**config.mk**
```make
export PLATFORM = sky130hd
export DESIGN_NAME = c_join3_sync
export DESIGN_NICKNAME = d
export VERILOG_FILES = /design/src/rtl/c_join3_sync.sv
export SDC_FILE = /design/constraint.sdc
export NUM_CORES = 1
export LEC_CHECK = 0
export ABC_AREA = 1
export BUFFER_PORTS_ARGS = -buffer_cell sky130_fd_sc_hd__clkbuf_2
export CORE_MARGIN = 3
export CORE_UTILIZATION = 40
export CTS_CLUSTER_DIAMETER = 60
export DETAILED_ROUTE_END_ITERATION = 16
export PLACE_DENSITY = 0.63
export REMOVE_ABC_BUFFERS = 1
export SYNTH_ARGS = -nofsm -noshare
export SYNTH_HDL_FRONTEND = slang
export SYNTH_SLANG_ARGS = --single-unit
```
**constraint.sdc**
```tcl
create_clock -name i_clk -period 1.82 [get_ports i_clk]
set_clock_uncertainty 0.05 [all_clocks]
set_input_delay 0.091 -clock i_clk [delete_from_list [all_inputs] [get_ports i_clk]]
set_output_delay 0.091 -clock i_clk [all_outputs]
set_load 0.01 [all_outputs]
```
**src/rtl/c_join3_sync.sv**
```systemverilog
// c_join3_sync: 3-way join; latches one token per branch and fires one merged token when all three are held.
// Ports: i_clk/i_rst (async, active-high); i_driveK/i_dataK branch tokens in; o_freeK branch consumed pulses;
// o_driveNext/o_data merged token out (data held while slot full); i_freeNext downstream consumed;
// o_busy slot full; o_err_ovf sticky drive-on-full-branch; o_tok_cnt merged tokens fired (wraps).
// Optional macro C_JOIN3_TIMEOUT_EN adds o_err_to, sticky after TO_CYC cycles stuck on a partial set.
module c_join3_sync #(
  parameter int DW = 8,
  parameter int CW = 16,
  parameter int TO_CYC = 255
) (
  input  logic          i_clk,
  input  logic          i_rst,
  input  logic          i_drive0,
  input  logic          i_drive1,
  input  logic          i_drive2,
  input  logic [DW-1:0] i_data0,
  input  logic [DW-1:0] i_data1,
  input  logic [DW-1:0] i_data2,
  output logic          o_free0,
  output logic          o_free1,
  output logic          o_free2,
  output logic          o_driveNext,
  output logic [3*DW-1:0] o_data,
  input  logic          i_freeNext,
  output logic          o_busy,
  output logic          o_err_ovf,
`ifdef C_JOIN3_TIMEOUT_EN
  output logic          o_err_to,
`endif
  output logic [CW-1:0] o_tok_cnt
);
  typedef enum logic [1:0] {COLLECT, FIRE, HOLD} stateT;
  stateT state, stateNext;
  logic [2:0] flags, flagsNext, drive, accept;
  logic [DW-1:0] inData [3];
  logic [DW-1:0] held [3];
  logic [3*DW-1:0] outData;
  logic [CW-1:0] tokCnt;
  logic errOvf, firing;
  if (TO_CYC < 1) begin : gToCheck
    $error("TO_CYC must be at least 1");
  end
  assign drive = {i_drive2, i_drive1, i_drive0};
  assign inData[0] = i_data0;
  assign inData[1] = i_data1;
  assign inData[2] = i_data2;
  assign firing = state == FIRE;
  // Flags clear on the edge leaving FIRE, so a drive in that cycle lands in an empty slot.
  assign accept = drive & (firing ? 3'b111 : ~flags);
  assign flagsNext = firing ? drive : (flags | drive);
  always_comb begin
    stateNext = state;
    case (state)
      COLLECT: stateNext = &flags ? FIRE : COLLECT;
      FIRE:    stateNext = HOLD;
      HOLD:    stateNext = i_freeNext ? COLLECT : HOLD;
      default: stateNext = COLLECT;
    endcase
  end
  always_ff @(posedge i_clk or posedge i_rst) begin
    if (i_rst) begin
      state <= COLLECT;
      flags <= '0;
      outData <= '0;
      tokCnt <= '0;
      errOvf <= 1'b0;
    end else begin
      state <= stateNext;
      flags <= flagsNext;
      if (stateNext == FIRE) outData <= {held[2], held[1], held[0]};
      if (firing) tokCnt <= tokCnt + 1'b1;
      if (|(drive & flags) && !firing) errOvf <= 1'b1;
    end
  end
  always_ff @(posedge i_clk or posedge i_rst) begin
    if (i_rst) begin
      for (int k = 0; k < 3; k++) held[k] <= '0;
    end else begin
      for (int k = 0; k < 3; k++) if (accept[k]) held[k] <= inData[k];
    end
  end
`ifdef C_JOIN3_TIMEOUT_EN
  localparam int TW = $clog2(TO_CYC + 1);
  logic [TW-1:0] toCnt;
  logic errTo, partial;
  assign partial = state == COLLECT && |flags && !(&flags);
  // Counts consecutive cycles a partial set sits unchanged; any flag change restarts it.
  always_ff @(posedge i_clk or posedge i_rst) begin
    if (i_rst) begin
      toCnt <= '0;
      errTo <= 1'b0;
    end else if (!partial || flagsNext != flags) begin
      toCnt <= '0;
    end else if (toCnt != TW'(TO_CYC)) begin
      toCnt <= toCnt + 1'b1;
      if (toCnt == TW'(TO_CYC - 1)) errTo <= 1'b1;
    end
  end
  assign o_err_to = errTo;
`endif
  assign o_free0 = firing;
  assign o_free1 = firing;
  assign o_free2 = firing;
  assign o_driveNext = firing;
  assign o_busy = state != COLLECT;
  assign o_data = outData;
  assign o_err_ovf = errOvf;
  assign o_tok_cnt = tokCnt;
endmodule

```
==> impl_metrics.env <==
export IMPL_status="finished, final reports clean"
export IMPL_root_buffer="clkbuf_8"
export IMPL_async_reset_ff_share_pct=100
export IMPL_io_buffers=75
export IMPL_fillers=635
export IMPL_io_pins=76
export IMPL_reg2reg_depth=6
export IMPL_dr_pass1_iters=4
export IMPL_grt_pass1_wl_um=10500
export IMPL_dieArea_um2=8420
export IMPL_via_per_inst=4.37
export IMPL_worstSetupPathType="reg -> reg"
export IMPL_synth_area_leaders="dfrtp_1, nand2_1, inv_1"
export IMPL_placedInstanceArea_um2=3390
export IMPL_r2r_end="held[17]"
export IMPL_synth_edff_count=0
export IMPL_critPathLaunch="state[1]"
export IMPL_use_met2_pct=25.5
export IMPL_hold_viol=0
export IMPL_final_max_slew_viol_count=0
export IMPL_post_route_period_util_pct=85.0
export IMPL_worst_ep_arrival_time_ns=1.69
export IMPL_synth_cells=314
export IMPL_track_usage_pct=15.6
export IMPL_clk_pin_slew_worst_paths_ns=0.08
export IMPL_post_cts_resized=0
export IMPL_synth_commonest_cells="nand2_1, dfrtp_1, inv_1"
export IMPL_numCtsBuffers=9
export IMPL_setup_tns_ns=0
export IMPL_worst_pin_slew_ns=0.479
export IMPL_fp_dieW_um=91.7
export IMPL_final_util_pct=56.2
export IMPL_clk_latency_ns=0.34
export IMPL_wl_per_cell_um=11.5
export IMPL_synthFlopType="dfrtp_1"
export IMPL_final_area_um2=3900
export IMPL_ir_worst_vdd_mv=0.668
export IMPL_grt_setup_unrepaired="no"
export IMPL_place_gp_congestion=0.778
export IMPL_crit_required_ns=1.96
export IMPL_setup_viol=0
export IMPL_cts_max_path_buffers=2
export IMPL_fin_nets=451
export IMPL_clock_sinks=70
export IMPL_hpwl_um=4020
export IMPL_yosys_warnings=0
export IMPL_fin_cells=521
export IMPL_slew_headroom_pct=68.0
export IMPL_drc=0
export IMPL_initial_core_util_pct=42.3
export IMPL_htreeDepth=3
export IMPL_antenna_cells=0
export IMPL_power_leakage_nw=2.15
export IMPL_area_delta_synth_final_pct=32.8
export IMPL_hold_buffers=28
export IMPL_crit_path_max_fanout=16
export IMPL_num_vias=2276
export IMPL_grt_pass1_vias=2335
export IMPL_worstSetupEndpoint="held[17]"
export IMPL_routed_wl_um=5980
export IMPL_synth_cell_types=26
export IMPL_power_density_nw_per_um2=1510
export IMPL_start_kind="flip-flop"
export IMPL_yosysTopAreaCellShare_pct=59.6
export IMPL_placedCellCount=477
export IMPL_syn_area_per_cell_um2=9.36
export IMPL_synth_area_um2=2940
export IMPL_layout_min_cycle_time_ns=1.55
export IMPL_grtUsageMet1_pct=19.6
export IMPL_coreArea_um2=6940
export IMPL_max_cap_violations=0
export IMPL_reg2reg_from="state[1]"
export IMPL_rows=30
export IMPL_grt_busiest_layer="met2"
export IMPL_synth_most_common_cell="nand2_1"
export IMPL_die_y_um=91.7
export IMPL_final_layout_size_suffix_gt1_share_pct=26.1
export IMPL_r2r_slack_ns=0.27
export IMPL_antenna_found_initial=0
export IMPL_grt_met3_usage_pct=3.45
export IMPL_first_iter_violations=63
export IMPL_synth_seq_cells=70
export IMPL_grt_max_degree=71
export IMPL_hold_path_class="in -> reg"
export IMPL_post_cts_buffers=0
export IMPL_tritoncts="yes"
export IMPL_grt_overflow_total=0
export IMPL_max_clock_freq_mhz=646
export IMPL_ys_seq_area_share_pct=59.6
export IMPL_yosysTopAreaCell="dfrtp_1"
export IMPL_antenna_left=0
export IMPL_crit_path_end_kind="flip-flop"
==> metal layers <==
layer  wire length [um]  share of wire [%]
met1               2700                 45
met2               2880                 48
met3                276                4.6
met4                121                2.0
met5                  0                  0
==> critical path, stage by stage (launching register included) <==
cell and delay (ns):
dfrtp_1 0.40, inv_1 0.09, nand2_2 0.18, nand2_1 0.13, nand2_1 0.29, nor2_1 0.19
a21oi_1 0.07
==> layout by cell type (no fill, tap or decap), drive strengths merged <==
cell type | Yosys | routed
clkbuf | 3 | 88
nand3 | 12 | 12
clkinv | 0 | 1
dlygate4sd3 | 0 | 28
xnor2 | 4 | 4
nand2 | 85 | 85
a21o | 1 | 1
a21oi | 19 | 19
ha | 1 | 1
bufinv | 0 | 2
xor2 | 7 | 7
inv | 40 | 40
o21bai | 1 | 1
buf | 9 | 4
dfrtp | 70 | 70
nand4 | 2 | 2
nor3 | 2 | 2
nor2 | 37 | 37
o21ai | 21 | 21
==> worst min-delay path by stage <==
stage	from	endpoint	depth (start not counted)	slack, ns
2_1_floorplan	i_drive1	flags[1]	2	0.14
3_3_place_gp	i_rst	o_tok_cnt[11]	3	0.14
3_5_place_dp	i_rst	o_tok_cnt[8]	3	0.14
4_1_cts	i_drive2	flags[2]	3	0.02
5_1_grt	i_drive2	flags[2]	3	0.05
6_report	i_drive2	flags[2]	3	0.04
==> cell families (layout without fill, tap and decap cells) <==
family,Yosys count,count (layout),synth area share (%)
AO/OA/AOI/OAI,42,42,7.32
AND/OR/NAND/NOR,138,138,21.3
flip-flops,70,70,59.6
adder cells (fa/ha/maj),1,1,0.425
buffers and inverters,52,163,8.13
XOR/XNOR,11,11,3.28
==> sequential cells by signal (all words and copies together) (netlist names) <==
register	cells
held	24
o_data	24
o_tok_cnt	16
flags	3
state	2
o_err_ovf	1
==> through the flow <==
step                power, mW  worst slack [ns]  hold WS (ns)
finish                   5.88             0.273        0.0371
global route             6.39            0.0970        0.0525
global placement         4.40             0.368         0.138
floorplan                3.69           -0.0892         0.139
CTS                      5.98             0.254        0.0221
detailed placement       4.47             0.294         0.138
==> report_power, final <==
part           leakage (nW)  internal [mW]  switching [mW]
clock                 0.120          0.883           0.558
combinational          1.20          0.758            1.20
sequential            0.833           2.17           0.310
total                  2.15           3.81            2.07
==> area by class of cell <==
type	instances	area, um2	share of cell area (%)
clock buffers	13	169	4.33
clock inverters	3	65.1	1.67
inverters	40	150	3.85
multi-input cells	192	950	24.3
flip-flops and latches	70	1750	44.9
well taps	96	120	3.08
repair buffers	107	698	17.9
(Power assumes the default switching activity.)
